File: config.mk
export PLATFORM = sky130hd
export DESIGN_NAME = microwave_seq_ctrl
export DESIGN_NICKNAME = d
export VERILOG_FILES = /design/src/rtl/microwave_seq_ctrl.sv
export SDC_FILE = /design/constraint.sdc
export NUM_CORES = 1
export LEC_CHECK = 0
export ABC_AREA = 1
export CAP_MARGIN = 25
export CORE_MARGIN = 2
export CORE_UTILIZATION = 40
export CTS_BUF_LIST = sky130_fd_sc_hd__clkbuf_8
export DETAILED_ROUTE_END_ITERATION = 6
export GPL_ROUTABILITY_DRIVEN = 0
export PLACE_DENSITY = 0.63
export SLEW_MARGIN = 20
export SYNTH_ARGS = -nofsm -noshare
export SYNTH_HDL_FRONTEND = slang
export SYNTH_SLANG_ARGS = --single-unit
export TNS_END_PERCENT = 1
File: constraint.sdc
create_clock -name clk_i -period 1.4 [get_ports clk_i]
set_clock_uncertainty 0.05 [all_clocks]
set_input_delay 0.35 -clock clk_i [delete_from_list [all_inputs] [get_ports clk_i]]
set_output_delay 0.35 -clock clk_i [all_outputs]
set_load 0.02 [all_outputs]
File: src/rtl/microwave_seq_ctrl.sv
// Microwave cook-timer sequencer: keypad BCD entry, chain load/count gating, magnetron and beeper.
// Optional feature: define QUICK_START_EN so that start in IDLE with the door closed runs a 30 s cook.
module microwave_seq_ctrl #(
  parameter int unsigned BEEP_TICKS = 3
) (
  input  logic        clk_i,
  input  logic        clrn_i,
  input  logic        tick_i,
  input  logic [3:0]  digit_i,
  input  logic        digit_vld_i,
  input  logic        start_i,
  input  logic        stop_i,
  input  logic        door_closed_i,
  input  logic        timer_zero_i,
  output logic [15:0] cnt_data_o,
  output logic        loadn_o,
  output logic        cnt_en_o,
  output logic        mag_on_o,
  output logic        beep_o,
  output logic        busy_o
);

  typedef enum logic [2:0] {
    StIdle,
    StEntry,
    StLoad,
    StCook,
    StPause,
    StDone
  } state_e;

  localparam logic [3:0] BeepLast = 4'(BEEP_TICKS - 1);

  state_e      state_q, state_d;
  logic [15:0] entry_q, entry_d;
  logic [3:0]  beep_cnt_q, beep_cnt_d;
  logic        loadn_q, cook_q, beep_q, busy_q;
  logic        digit_ok;

  assign digit_ok = digit_vld_i && (digit_i <= 4'd9);

  always_comb begin
    state_d    = state_q;
    entry_d    = entry_q;
    beep_cnt_d = '0;
    unique case (state_q)
      StIdle: begin
        if (digit_ok) begin
          entry_d = {entry_q[11:0], digit_i};
          state_d = StEntry;
        end
`ifdef QUICK_START_EN
        else if (start_i && door_closed_i) begin
          entry_d = 16'h0030;
          state_d = StLoad;
        end
`endif
      end
      StEntry: begin
        if (stop_i) begin
          entry_d = '0;
          state_d = StIdle;
        end else if (start_i && door_closed_i && (entry_q != '0)) begin
          state_d = StLoad;
        end else if (digit_ok) begin
          entry_d = {entry_q[11:0], digit_i};
        end
      end
      StLoad: state_d = StCook;
      StCook: begin
        // Reaching 00:00 outranks stop and door so the cook always ends in DONE.
        if (timer_zero_i) begin
          state_d = StDone;
        end else if (stop_i || !door_closed_i) begin
          state_d = StPause;
        end
      end
      StPause: begin
        if (stop_i) begin
          entry_d = '0;
          state_d = StIdle;
        end else if (start_i && door_closed_i) begin
          state_d = StCook;
        end
      end
      StDone: begin
        beep_cnt_d = beep_cnt_q;
        if (stop_i || (tick_i && (beep_cnt_q == BeepLast))) begin
          entry_d    = '0;
          beep_cnt_d = '0;
          state_d    = StIdle;
        end else if (tick_i) begin
          beep_cnt_d = beep_cnt_q + 4'd1;
        end
      end
      default: begin
        entry_d = '0;
        state_d = StIdle;
      end
    endcase
  end

  // Outputs are registered from the next state so they line up with state_q.
  always_ff @(posedge clk_i or negedge clrn_i) begin
    if (!clrn_i) begin
      state_q    <= StIdle;
      entry_q    <= '0;
      beep_cnt_q <= '0;
      loadn_q    <= 1'b1;
      cook_q     <= 1'b0;
      beep_q     <= 1'b0;
      busy_q     <= 1'b0;
    end else begin
      state_q    <= state_d;
      entry_q    <= entry_d;
      beep_cnt_q <= beep_cnt_d;
      loadn_q    <= (state_d != StLoad);
      cook_q     <= (state_d == StCook);
      beep_q     <= (state_d == StDone);
      busy_q     <= (state_d != StIdle);
    end
  end

  assign cnt_data_o = entry_q;
  assign loadn_o    = loadn_q;
  assign beep_o     = beep_q;
  assign busy_o     = busy_q;
  // The chain must never be enabled at 00:00, otherwise it would wrap to 99:99.
  assign cnt_en_o   = cook_q && tick_i && door_closed_i && !timer_zero_i;
  assign mag_on_o   = cook_q && door_closed_i;

endmodule

==> impl_metrics.csv, run 1 <==
group,metric,value,unit
final_layout,postLayoutCoreUtil,60.20,%
timing,maxSlewHeadroom,82.19,%
clock_tree,clkLatencyLatePin,280,ps
placement,hpwlAfterDp,3350,um
global_routing,grt_max_degree,28,
global_routing,grt_pass1_wl,8197,um
logic_synthesis,yosys.area.top_type,"dfrtp_1",
timing,fin_tns_setup,-2364,ps
power,power_density,1846,nW/um^2
outcome,violations,"setup timing",
clock_tree,ctsHoldBuffers,0,
timing,finalCriticalPeriod,1576,ps
die,die_h,71.42,um
clock_tree,cts_sinks,27,
logic_synthesis,synth_top_area_share,35.79,%
die,die_area,5100,um^2
final_layout,num-nets-final,359,
worst_hold_path,hp-class,"primary input to async pin",
detailed_routing,vias,1977,
logic_synthesis,ys.warnings.count,0,
detailed_routing,drt-initial-drc-count,117,
logic_synthesis,syn_area,1818,um^2
power,p_sw,2.248,mW
power,pwr-share-seq,25.9,%
detailed_routing,viasPerCell,4.992,
setup_path,path_class,"flop to flop",
timing,setup_violations,19,
setup_path,required,1530,ps
power,switching_share,46.47,%
final_layout,drive_gt1_share,31.10,%
clock_tree,clk_pin_slew_worst_paths,100,ps
timing,finalCritPeriodShare,112.6,%
clock_tree,clock-root-buffer,"clkbuf_8",
power,share_comb_of_total_power,64.8,%
clock_tree,cts_tree,"done",
setup_path,cp.arrival,1700,ps
final_layout,antenna_cells,0,
logic_synthesis,synth_cell_types,28,
setup_path,crit_path_end_kind,"flop",
power,ir_worst_vdd,0.0009977,V
power,leakage,1.475,nW
placement,pre_cts_ws,-669.6,ps
clock_tree,htree_levels,1,
detailed_routing,wirelength,4693,um
timing,drv_slew,0,
global_routing,antenna_found_initial,0,
job,drv_cap,0,
setup_path,cp_max_fo,6,
outcome,outcome,"finished with violations",
global_routing,overflow,0,
detailed_routing,drtAntennaViolNets,0,
die,die_x,71.42,um
logic_synthesis,ys_ff_latch,27,
global_routing,track_usage,19.57,%
logic_synthesis,synth.avg_cell_area,6.659,um^2
global_routing,grt_pass1_vias,1902,
clock_tree,numCtsBuffers,3,
logic_synthesis,yosysSeqAreaShare,37.23,%
final_layout,syn_to_final_growth,44.18,%
timing,timing.final.ws_setup,-176.2,ps
power,internal_power,2.590,mW
die,rows,24,
detailed_routing,first_pass_iters,4,
placement,io_buffers,32,
die,initial_core_util,41.75,%
final_layout,final.fill_count,418,
logic_synthesis,synth_fp_nets,287,
final_layout,final_common_cell,"nand2_1",
setup_path,worst_setup_path_start_kind,"flop",
timing,hold_viol,0,
logic_synthesis,synth_cells,273,
detailed_routing,wl_per_cell,11.85,um
die,core,4354,um^2
final_layout,layout_common_cells,"nand2_1, buf_4, nand3_1",
timing,tightest_slew,267.1,ps
power,clkPwrFrac,9.3,%
clock_tree,clock_path_buffers,2,
detailed_routing,drc,0,
logic_synthesis,synthTopCellsByArea,"dfrtp_1, nand2_1, nand3_1",
timing,rsz0062_at_grt,"yes",
timing,max_freq,634.4,MHz
die,io-pin-count,33,
-- logic make-up after synthesis --
group	after synthesis	synth area share, %
AOI/OAI and AO/OA	8	2.754
adders and majority gates	2	1.376
buffers and inverters	43	10.94
DFF	27	37.23
and+or+nand+nor	193	47.70
-- critical path, stage by stage, from the launching register on --
cell	delay (ps)
dfrtp_1	400
inv_2	70
ha_4	120
inv_2	30
nor2_1	90
nand2_1	100
a21oi_2	190
nand2_4	140
clkbuf_16	190
nand2_2	50
nand2_1	40
-- cell usage after synthesis, drive strengths merged --
cell type	instances
nand2	112
inv	34
nand3	32
dfrtp	26
nor2	23
nand4	16
buf	9
a21oi	5
nand3b	4
nor3	3
ha	2
or2	2
a21boi	1
a31oi	1
dfstp	1
nor3b	1
o211ai	1
-- registers in the layout (all words and copies together) (netlist names) --
name,flops
beep_cnt_q,4
beep_o,1
busy_o,1
cnt_data_o,16
cook_q,1
loadn_o,1
state_q,3
-- power groups by stage --
stage | logic, mW | registers [mW] | clock network [mW]
after floorplan | 1.53 | 1.50 | 0
after global placement | 2.99 | 1.26 | 0
after detailed placement | 3.02 | 1.27 | 0
after CTS | 2.96 | 1.25 | 0.476
after global routing | 3.50 | 1.30 | 0.500
final | 3.13 | 1.25 | 0.451
-- final timing paths --
check	from	end	slack (ps)	depth (start not counted)
setup / recovery	beep_cnt_q[0]$_DFFE_PN0P_	cnt_data_o[6]$_DFFE_PN0P_	-180	10
hold / removal	clrn_i	cnt_data_o[0]$_DFFE_PN0P_	360	2
setup reg to reg	beep_cnt_q[0]$_DFFE_PN0P_	cnt_data_o[6]$_DFFE_PN0P_	-180	10
hold reg to reg	cnt_data_o[14]$_DFFE_PN0P_	cnt_data_o[14]$_DFFE_PN0P_	480	2
max in group asynchronous	clrn_i	loadn_o$_DFF_PN1_	690	2
min in group clk_i	cnt_data_o[14]$_DFFE_PN0P_	cnt_data_o[14]$_DFFE_PN0P_	480	2
-- cell type report --
cell class	count	area, um^2	area share [%]
clock inverters	1	3.754	0.1432
well taps	52	65.06	2.482
multi-input cells	203	1039	39.62
flip-flops and latches	27	676.9	25.82
repair buffers	76	655.6	25.01
clock buffers	3	41.29	1.575
inverters	34	140.1	5.346
-- metrics by stage --
step	hold WS [ps]	std cells	cell area [um^2]	power, mW
floorplan	4.409	273	1824	3.029
global placement	465.3	391	2512	4.248
detailed placement	466.1	391	2512	4.287
CTS	371.2	395	2567	4.694
global route	384.6	396	2621	5.295
finish	359.1	396	2621	4.838
-- metal layers --
layer / track usage, % / vias to the layer above / wire length, um
met5: 0 / - / 0
met4: 5.031 / 0 / 89
met3: 3.657 / 11 / 281
met2: 33.02 / 53 / 2269
met1: 25.86 / 903 / 2052
li1: - / 1010 / -
-- what timing repair did --
item	CTS	global route
pin swaps	4	15
cloned	0	1
buffers inserted	0	0
resized for setup	66	44
endpoints found under the setup margin	43	35
Power figures use the tool's default switching activity.
==> run 2: changes to the inputs <==
--- a/config.mk
+++ b/config.mk
@@ -5,14 +5,14 @@
 export SDC_FILE = /design/constraint.sdc
 export NUM_CORES = 1
 export LEC_CHECK = 0
-export ABC_AREA = 1
+export ABC_AREA = 0
 export CAP_MARGIN = 25
 export CORE_MARGIN = 2
 export CORE_UTILIZATION = 40
 export CTS_BUF_LIST = sky130_fd_sc_hd__clkbuf_8
 export DETAILED_ROUTE_END_ITERATION = 6
 export GPL_ROUTABILITY_DRIVEN = 0
-export PLACE_DENSITY = 0.63
+export PLACE_DENSITY = 0.67
 export SLEW_MARGIN = 20
 export SYNTH_ARGS = -nofsm -noshare
 export SYNTH_HDL_FRONTEND = slang
==> run 2 against run 1 <==
  * The run still ends with setup timing left
  * Worst setup slack worse by 270 ps
  * Hold slack improved by 16 ps
  * Via count fell by 41%
  * Sequential power down 6%
  * Maximum frequency fell by 15%
  * Count of clock-buffer cells in the layout unchanged
  * Global-route usage decreased by 0.63 points
  * Register-to-register slack worse by 270 ps
  * Critical path depth down 2
  * Core utilization grew 7.2 points
  * Critical path type unchanged
  * Critical endpoint is now cnt_data_o[5]$_DFFE_PN0P_
  * Largest power group unchanged
  * Highest routed layer unchanged
==> impl_metrics.csv, run 2 <==
group,metric,value,unit
die,io-pin-count,33,
detailed_routing,drc,0,
logic_synthesis,synth_commonest_cells,"dfrtp_1, a22o_1, nand2_1",
setup_path,cp_max_fo,15,
final_layout,layout_common_cells,"buf_4, dfrtp_1, a22o_1",
logic_synthesis,synth_cells,108,
timing,holdWs,374.9,ps
timing,finalCritPeriodShare,132.2,%
clock_tree,clk_pin_slew_worst_paths,90,ps
logic_synthesis,synthTopCellsByArea,"dfrtp_1, a22o_1, dfstp_2",
setup_path,crit_chain,"buf_4 > inv_1 > a41oi_2 > and2_4 > buf_4 > nand4_1 > buf_12 > a22o_1",
die,die_x,60.13,um
die,die_area,3615,um^2
final_layout,syn_to_final_growth,62.07,%
power,internal_power,2.405,mW
global_routing,overflow,0,
setup_path,cp.arrival,1960,ps
detailed_routing,viasPerCell,5.087,
logic_synthesis,yosysMostFrequentCell,"dfrtp_1",
global_routing,antenna_found_initial,0,
clock_tree,numCtsBuffers,3,
placement,io_buffers,32,
final_layout,num-nets-final,201,
final_layout,drive_gt1_share,46.77,%
setup_path,cp_top_family,"buffers and inverters",
logic_synthesis,async_reset_ff_share,100.0,%
die,core,3028,um^2
timing,hold_viol,0,
setup_path,crit_top_cell,"buf_4",
logic_synthesis,synth_flop_cell,"dfrtp_1",
global_routing,grt_pass1_wl,5112,um
job,drv_cap,0,
timing,tightest_slew,367.0,ps
logic_synthesis,synth.avg_cell_area,11.67,um^2
setup_path,critPathMaxStageDelay,430,ps
timing,max_freq,540.5,MHz
timing,fin_tns_setup,-7529,ps
setup_path,critPathSlowestCell,"dfrtp_1",
timing,drv_slew,0,
detailed_routing,wirelength,3237,um
detailed_routing,drt-initial-drc-count,29,
clock_tree,clkLatencyLatePin,270,ps
outcome,violations,"setup timing",
power,clkPwrFrac,10.9,%
final_layout,antenna_cells,0,
detailed_routing,drtAntennaViolNets,0,
clock_tree,clock-root-buffer,"clkbuf_8",
logic_synthesis,syn_area,1260,um^2
outcome,outcome,"finished with violations",
placement,hpwlAfterDp,2336,um
clock_tree,cts_tree,"done",
global_routing,track_usage,18.94,%
detailed_routing,vias,1170,
die,initial_core_util,41.61,%
logic_synthesis,synth_cell_types,37,
die,rows,20,
logic_synthesis,ys.warnings.count,0,
setup_path,worst_setup_path_start_kind,"flop",
logic_synthesis,yosys.area.top_type,"dfrtp_1",
clock_tree,cts_sinks,27,
power,switching_share,38.15,%
logic_synthesis,ys_ff_latch,27,
die,die_h,60.13,um
logic_synthesis,synth_top_area_share,51.64,%
setup_path,cp.depth,8,
global_routing,grt_max_degree,28,
power,power_density,1904,nW/um^2
setup_path,required,1510,ps
timing,maxSlewHeadroom,75.38,%
global_routing,grt_pass1_vias,1191,
setup_path,rr_worst_depth,8,
timing,rsz0062_at_grt,"yes",
timing,setup_violations,22,
worst_hold_path,hp-class,"primary input to async pin",
power,p_sw,1.483,mW
final_layout,final_common_cell,"buf_4",
power,ir_worst_vdd,0.001124,V
logic_synthesis,synth_edf_count,0,
clock_tree,ctsHoldBuffers,0,
detailed_routing,first_pass_iters,4,
power,pwr-share-seq,30.5,%
setup_path,path_buf_inv,4,
setup_path,path_class,"flop to flop",
clock_tree,clock_path_buffers,2,
logic_synthesis,yosysSeqAreaShare,53.72,%
final_layout,largest_reg_flops,16,
clock_tree,htree_levels,1,
timing,timing.final.ws_setup,-450.2,ps
power,leakage,1.054,nW
detailed_routing,wl_per_cell,14.07,um
setup_path,crit_path_end_kind,"flop",
power,share_comb_of_total_power,58.6,%
timing,finalCriticalPeriod,1850,ps
logic_synthesis,synth_fp_nets,122,
run 2: cell types whose count changed in the layout (fill, tap and decap cells not counted), moves of 8 or more:
cell,before,now
nand4_1,16,3
inv_1,30,6
nand2_1,86,7
nand2_2,21,0
a22o_1,0,15
nand3_1,31,0
buf_6,2,10
nor2_1,20,2
run 2: worst register-to-register path, cell delays in order, from the launching register on:
cell and delay, ps:
dfrtp_1 430, buf_4 160, inv_1 60, a41oi_2 210, and2_4 180, buf_4 130
nand4_1 150, buf_12 190, a22o_1 180
run 2: layer usage:
metal / up-vias / track usage (%) / share of wire [%]
met1: 574 / 23.65 / 44
met3: 7 / 3.247 / 4.5
met4: 0 / 7.302 / 1.5
li1: 556 / - / -
met2: 33 / 32.45 / 49
met5: - / 0 / 0
run 2: timing repair:
action,4_1_cts,5_1_grt
resized for setup,99,19
endpoints found under the setup margin,48,35
pin swaps,3,2
buffers inserted,1,0
run 2: cell type report:
type	count	area (um^2)
clock buffers	3	41.29
clock inverters	1	5.005
fillers	247	985.9
repair buffers	78	645.6
flip-flops and latches	27	676.9
multi-input cells	71	595.6
well taps	44	55.05
inverters	6	22.52
run 2: power by group through the flow:
stage          sequential, mW  combinational (mW)  clock [mW]
3_3_place_gp             1.16                2.23           0
2_1_floorplan            1.45               0.752           0
3_5_place_dp             1.16                2.26           0
6_report                 1.18                2.28       0.425
4_1_cts                  1.16                2.19       0.444
5_1_grt                  1.21                2.43       0.475
run 2: final timing paths:
path	startpoint	endpoint	slack [ps]
max	state_q[0]$_DFF_PN0_	cnt_data_o[5]$_DFFE_PN0P_	-450
min	clrn_i	beep_cnt_q[2]$_DFFE_PN0P_	370
max reg2reg	state_q[0]$_DFF_PN0_	cnt_data_o[5]$_DFFE_PN0P_	-450
min reg2reg	cnt_data_o[0]$_DFFE_PN0P_	cnt_data_o[0]$_DFFE_PN0P_	560
max in group asynchronous	clrn_i	loadn_o$_DFF_PN1_	680
min in group clk_i	digit_i[2]	cnt_data_o[2]$_DFFE_PN0P_	530
run 2: logic make-up after synthesis:
kind of cell / after synthesis / share of synthesized area, %
AOI/OAI and AO/OA: 27 / 17.68
buffers and inverters: 10 / 4.269
xor gates and xnor gates: 3 / 2.086
DFF: 27 / 53.72
muxes: 1 / 0.7945
adders and majority gates: 2 / 1.986
and+or+nand+nor: 38 / 19.46
run 2: through the flow:
stage                     util [%]  area (um^2)  instances  setup WS (ps)  total power [mW]
after detailed placement     64.96         1967        225          -1003             3.418
after global routing         67.44         2042        230         -549.4             4.112
after CTS                    65.37         1979        230         -465.7             3.798
after global placement       64.96         1967        225         -959.4             3.385
final                        67.44         2042        230         -450.2             3.888
after floorplan                  -         1260        108         -547.3             2.203
